`src/rtl/button_cnt_led.sv`:
```
// button_cnt_led
//   Shows a mode value to the operator by blinking an LED (value+1) times and
//   then holding a long dark gap. The whole pattern repeats for as long as the
//   block is enabled.
//
//   Optional build macro: LED_RESTART_ON_CHANGE_EN
//     When defined, a change of `value` during a sequence aborts it. The
//     display then restarts from LOAD, so the new value appears at once.
//     When undefined, `value` is sampled only in LOAD.
//
//   Ports
//     clk          system clock
//     rst          synchronous, active-high reset
//     en           display enable; low forces LOAD with the LED dark
//     value        mode value to display (WIDTH bits)
//     led          LED drive, 1 = lit (registered)
//     shown_value  value latched for the current sequence (registered)
//     seq_done     one-cycle pulse on the last gap cycle (registered)
module button_cnt_led #(
  parameter int unsigned WIDTH     = 3,
  parameter int unsigned ON_TICKS  = 4,
  parameter int unsigned OFF_TICKS = 2,
  parameter int unsigned GAP_TICKS = 8
) (
  input  logic             clk,
  input  logic             rst,
  input  logic             en,
  input  logic [WIDTH-1:0] value,
  output logic             led,
  output logic [WIDTH-1:0] shown_value,
  output logic             seq_done
);

  localparam int unsigned MAX_ONOFF = (ON_TICKS > OFF_TICKS) ? ON_TICKS : OFF_TICKS;
  localparam int unsigned MAX_TICKS = (MAX_ONOFF > GAP_TICKS) ? MAX_ONOFF : GAP_TICKS;
  localparam int unsigned TW        = $clog2(MAX_TICKS + 1);
  localparam int unsigned BW        = WIDTH + 1;

  localparam logic [TW-1:0] ON_LAST  = TW'(ON_TICKS - 1);
  localparam logic [TW-1:0] OFF_LAST = TW'(OFF_TICKS - 1);
  localparam logic [TW-1:0] GAP_LAST = TW'(GAP_TICKS - 1);

  typedef enum logic [1:0] {
    ST_LOAD,
    ST_ON,
    ST_OFF,
    ST_GAP
  } state_t;

  state_t           state_q, state_d;
  logic [TW-1:0]    tick_q, tick_d;
  logic [BW-1:0]    blinks_q, blinks_d;
  logic [WIDTH-1:0] shown_q, shown_d;
  logic             led_q, led_d;
  logic             done_q, done_d;

  always_comb begin
    state_d  = state_q;
    tick_d   = tick_q + 1'b1;
    blinks_d = blinks_q;
    shown_d  = shown_q;

    unique case (state_q)
      ST_LOAD: begin
        shown_d  = value;
        blinks_d = {1'b0, value} + BW'(1);
        tick_d   = '0;
        state_d  = en ? ST_ON : ST_LOAD;
      end
      ST_ON: begin
        if (tick_q == ON_LAST) begin
          tick_d = '0;
          if (blinks_q == BW'(1)) begin
            state_d = ST_GAP;
          end else begin
            blinks_d = blinks_q - BW'(1);
            state_d  = ST_OFF;
          end
        end
      end
      ST_OFF: begin
        if (tick_q == OFF_LAST) begin
          tick_d  = '0;
          state_d = ST_ON;
        end
      end
      ST_GAP: begin
        if (tick_q == GAP_LAST) begin
          tick_d  = '0;
          state_d = ST_LOAD;
        end
      end
      default: begin
        tick_d  = '0;
        state_d = ST_LOAD;
      end
    endcase

    // Disable (and, optionally, a value change) overrides normal sequencing.
    // A LOAD state needs no override: it already resamples and waits for en.
    if (state_q != ST_LOAD) begin
      if (!en) begin
        state_d  = ST_LOAD;
        tick_d   = '0;
        blinks_d = '0;
      end
`ifdef LED_RESTART_ON_CHANGE_EN
      else if (value != shown_q) begin
        state_d = ST_LOAD;
        tick_d  = '0;
      end
`endif
    end

    // Outputs are derived from the next state so they line up with state_q.
    led_d  = (state_d == ST_ON);
    done_d = (state_d == ST_GAP) && (tick_d == GAP_LAST);
  end

  always_ff @(posedge clk) begin
    if (rst) begin
      state_q  <= ST_LOAD;
      tick_q   <= '0;
      blinks_q <= '0;
      shown_q  <= '0;
      led_q    <= 1'b0;
      done_q   <= 1'b0;
    end else begin
      state_q  <= state_d;
      tick_q   <= tick_d;
      blinks_q <= blinks_d;
      shown_q  <= shown_d;
      led_q    <= led_d;
      done_q   <= done_d;
    end
  end

  assign led         = led_q;
  assign shown_value = shown_q;
  assign seq_done    = done_q;

endmodule

```
`config.mk`:
```
export PLATFORM = sky130hd
export DESIGN_NAME = button_cnt_led
export DESIGN_NICKNAME = d
export VERILOG_FILES = /design/src/rtl/button_cnt_led.sv
export SDC_FILE = /design/constraint.sdc
export NUM_CORES = 1
export LEC_CHECK = 0
export CAP_MARGIN = 20
export CELL_PAD_IN_SITES_DETAIL_PLACEMENT = 0
export CELL_PAD_IN_SITES_GLOBAL_PLACEMENT = 1
export CORE_MARGIN = 1
export CORE_UTILIZATION = 39
export DETAILED_ROUTE_END_ITERATION = 16
export PLACE_DENSITY_LB_ADDON = 0.25
export SYNTH_ARGS = -nofsm -noshare
export SYNTH_HDL_FRONTEND = slang
export SYNTH_SLANG_ARGS = --single-unit
```
`constraint.sdc`:
```
create_clock -name clk -period 1.9 [get_ports clk]
set_input_delay 0.285 -clock clk [delete_from_list [all_inputs] [get_ports clk]]
set_output_delay 0.285 -clock clk [all_outputs]
set_load 0.02 [all_outputs]
```
==> impl_metrics.prom <==
# TYPE chip_impl_metric gauge
chip_impl_info{name="startpoint_type",value="flop"} 1
chip_impl_metric{name="cts_buffer_depth",unit=""} 2
chip_impl_metric{name="dieArea",unit="sq um"} 2420
chip_impl_metric{name="placed_cells_incl_taps",unit=""} 147
chip_impl_metric{name="leakage",unit="uW"} 0.000403
chip_impl_metric{name="worstSkewPairLatency",unit="ns"} 0.29
chip_impl_metric{name="floorplan.rows",unit=""} 16
chip_impl_metric{name="gp_routability_congestion",unit=""} 0.753
chip_impl_metric{name="post_layout_nonfiller_instances",unit=""} 151
chip_impl_metric{name="number_of_global_route_vias_before_repair",unit=""} 745
chip_impl_metric{name="ys_types",unit=""} 36
chip_impl_info{name="synthMostInstantiatedCell",value="dfxtp_1"} 1
chip_impl_metric{name="synth-seq-cells",unit=""} 15
chip_impl_metric{name="ios",unit=""} 11
chip_impl_info{name="crit_chain",value="ha_2 -> or3b_4 -> or4_1 -> o21ai_1 -> a21oi_1"} 1
chip_impl_metric{name="slew_headroom",unit=""} 0.609
chip_impl_metric{name="arithmetic_cell_share_of_the_synthesized_area_counting_full_adders_half_adders_and_majority_gates",unit=""} 0.0722
chip_impl_metric{name="cap_violations",unit=""} 0
chip_impl_metric{name="muxShareOfSynthArea",unit=""} 0.0115
chip_impl_metric{name="pin_count_of_the_biggest_net_entering_global_routing",unit=""} 14
chip_impl_metric{name="timing.final.setup_violations",unit=""} 0
chip_impl_metric{name="cts_sinks",unit=""} 15
chip_impl_info{name="run_status",value="completed"} 1
chip_impl_metric{name="ctsHtreeMaxLevel",unit=""} 1
chip_impl_metric{name="routed_wire_length_per_instance",unit="um"} 13.1
chip_impl_metric{name="synth_top_area_share",unit=""} 0.346
chip_impl_info{name="synth.largest_area_cell",value="dfxtp_1"} 1
chip_impl_info{name="largest_family_of_logic_cells_by_synthesized_area",value="simple AND/OR/NAND/NOR gates"} 1
chip_impl_metric{name="min_period",unit="ns"} 1.80
chip_impl_metric{name="grtUsageTotal",unit=""} 0.186
chip_impl_info{name="cts_tree",value="yes"} 1
chip_impl_metric{name="worst-endpoint-required",unit="ns"} 2.09
chip_impl_metric{name="start_util",unit=""} 0.429
chip_impl_metric{name="cts_buffers",unit=""} 3
chip_impl_metric{name="arrival",unit="ns"} 1.99
chip_impl_metric{name="clock.fmax",unit="MHz"} 554
chip_impl_info{name="cpLargestDelayFamily",value="simple AND/OR/NAND/NOR gates"} 1
chip_impl_metric{name="yosys.area_share.xor_xnor",unit=""} 0.0202
chip_impl_info{name="synth_top_cells_by_area",value="dfxtp_1, ha_1, o21ai_0"} 1
chip_impl_metric{name="first_pass_grt_wire_length",unit="um"} 3410
chip_impl_metric{name="num-nets-final",unit=""} 136
chip_impl_metric{name="path_buf_inv",unit=""} 0
chip_impl_metric{name="die_width",unit="um"} 49.2
chip_impl_info{name="worstSetupPathType",value="reg -> reg"} 1
chip_impl_metric{name="setup_tns_after_final_layout",unit="ns"} 0
chip_impl_metric{name="layout-drive-gt1-share",unit=""} 0.153
chip_impl_metric{name="area_growth_from_synthesis_to_final_layout",unit="%"} 23.8
chip_impl_metric{name="worst_pin_slew",unit="ns"} 0.581
chip_impl_metric{name="total_of_buffers_placed_on_input_and_output_ports",unit=""} 10
chip_impl_metric{name="asyncSetResetFlopFracSynth",unit=""} 0
chip_impl_metric{name="via_count",unit=""} 811
chip_impl_info{name="worst_setup_path_end_kind",value="flop"} 1
chip_impl_metric{name="ir_drop",unit="mV"} 0.357
chip_impl_metric{name="power_per_cell_area",unit="nW/um^2"} 595
chip_impl_metric{name="ant_nets",unit=""} 0
chip_impl_metric{name="finish.utilization",unit=""} 0.531
chip_impl_metric{name="coreArea",unit="sq um"} 2020
chip_impl_metric{name="totalWireLength",unit="um"} 1970
chip_impl_metric{name="synth-compound-area-share",unit=""} 0.177
chip_impl_metric{name="hold_buffers",unit=""} 0
chip_impl_info{name="cts.root.buffer_cell",value="clkbuf_4"} 1
chip_impl_metric{name="final.period_utilization",unit=""} 0.950
chip_impl_metric{name="syn_area",unit="sq um"} 867
chip_impl_metric{name="cts_resized",unit=""} 0
chip_impl_metric{name="detail_route.iter0.violations",unit=""} 11
chip_impl_info{name="ys.flop_type",value="dfxtp_1"} 1
chip_impl_metric{name="yosys_warnings",unit=""} 0
chip_impl_metric{name="antenna_found_initial",unit=""} 0
chip_impl_info{name="worst_hold_path_type",value="reg -> reg"} 1
chip_impl_metric{name="die_h",unit="um"} 49.2
chip_impl_metric{name="timing.clock.skew",unit="ns"} 0.00821
chip_impl_metric{name="syn_inst",unit=""} 108
chip_impl_metric{name="tot_pwr",unit="uW"} 639
chip_impl_metric{name="report.final.hold_viol_count",unit=""} 0
chip_impl_metric{name="synth.net_count",unit=""} 119
chip_impl_info{name="unrepaired_setup_endpoints_after_global_routing",value="false"} 1
chip_impl_metric{name="num_antenna_cells",unit=""} 0
chip_impl_metric{name="grt_overflow",unit=""} 0
chip_impl_metric{name="critPathMaxStageDelay",unit="ns"} 0.47
chip_impl_metric{name="postSynthAreaPerCell",unit="sq um"} 8.03
chip_impl_metric{name="synth_enable_flop_cells",unit=""} 0
chip_impl_metric{name="critical_path_peak_fanout",unit=""} 7
chip_impl_metric{name="ys_seq_area_frac",unit=""} 0.346
chip_impl_metric{name="remaining_drc_errors",unit=""} 0
chip_impl_metric{name="postCtsSetupBuffers",unit=""} 0
chip_impl_metric{name="dp_hpwl",unit="um"} 1470
chip_impl_info{name="synth.cells.most_frequent",value="dfxtp_1, nor2_1, o21ai_0, nand2_1"} 1
chip_impl_metric{name="max_slew_violation_count",unit=""} 0
chip_impl_info{name="worst_path_cell_with_the_longest_stage_delay",value="or4_1"} 1
chip_impl_metric{name="detailedRoute.firstPassIterationCount",unit=""} 4
chip_impl_metric{name="synthSimpleGateAreaFrac",unit=""} 0.310
chip_impl_metric{name="detail_route.vias_per_cell",unit=""} 5.37
chip_impl_metric{name="clkSlewWorstSetupHoldPaths",unit="ns"} 0.10
per-stage QoR:
step / hold slack, ns / instance area (sq um) / setup WS (ns)
after global placement: 0.458 / 1030 / 0.0785
after CTS: 0.490 / 1060 / 0.0489
final: 0.487 / 1070 / 0.0953
after detailed placement: 0.475 / 1030 / 0.0884
after floorplan: 0.421 / 867 / 0.189
after global routing: 0.528 / 1070 / 0.00106
placed cells by master (no fill, tap or decap), types with 2 or more instances in the layout:
master / count
and3_1: 2
inv_1: 6
nand2b_1: 2
clkdlybuf4s50_1: 10
nand2_1: 8
clkbuf_4: 3
a31oi_1: 3
nand4b_1: 3
o21ai_0: 10
buf_4: 8
nor2_1: 13
nor3b_1: 2
nand3_1: 4
a21oi_1: 6
ha_1: 4
nor2b_1: 3
dfxtp_1: 15
power by group:
part           switching [uW]  internal [uW]  leakage [uW]
combinational            50.7           52.3      0.000267
clock                     116           80.1     0.0000139
sequential               12.8            327      0.000123
total                     180            459      0.000403
cell families (layout without fill, tap and decap cells):
family / after synthesis / in the layout
xor gates and xnor gates: 2 / 2
DFF: 15 / 15
adders and majority gates: 5 / 5
and+or+nand+nor: 47 / 47
buffers and inverters: 12 / 28
AOI/OAI and AO/OA: 26 / 26
muxes: 1 / 1
routing by layer:
layer  part of all wire  vias up  GRT usage
met5                  0        -          0
met4                  0        0     0.0294
met3              0.058        0     0.0654
met2               0.48       20      0.301
met1               0.46      377      0.239
li1                   -      414          -
worst paths after layout:
| path | to | from | slack [ns] | cells past startpoint |
|---|---|---|---|---|
| worst min register to register | shown_value[1] | shown_value[1] | 0.49 | 2 |
| worst min-delay path | shown_value[1] | shown_value[1] | 0.49 | 2 |
| worst max register to register | blinks_q[0] | tick_q[0] | 0.1 | 5 |
| worst max-delay path | blinks_q[0] | tick_q[0] | 0.1 | 5 |
state kept, by name, summed over array words and instances, names as in the netlist:
| name | count |
|---|---|
| led | 1 |
| shown_value | 3 |
| seq_done | 1 |
| state_q | 2 |
| tick_q | 4 |
| blinks_q | 4 |
area by class of cell:
class	count	area (sq um)
multi-input cells	81	527
repair buffers	18	160
flip-flops and latches	15	300
inverters	6	22.5
fillers	206	948
clock inverters	1	7.51
clock buffers	3	22.5
well taps	27	33.8
worst reg2reg max path, stage by stage, from the launching register on:
cell and delay [ns]:
dfxtp_1 0.42, ha_2 0.25, or3b_4 0.41, or4_1 0.47, o21ai_1 0.08, a21oi_1 0.07
No activity file was read; power rests on OpenSTA's default activity.
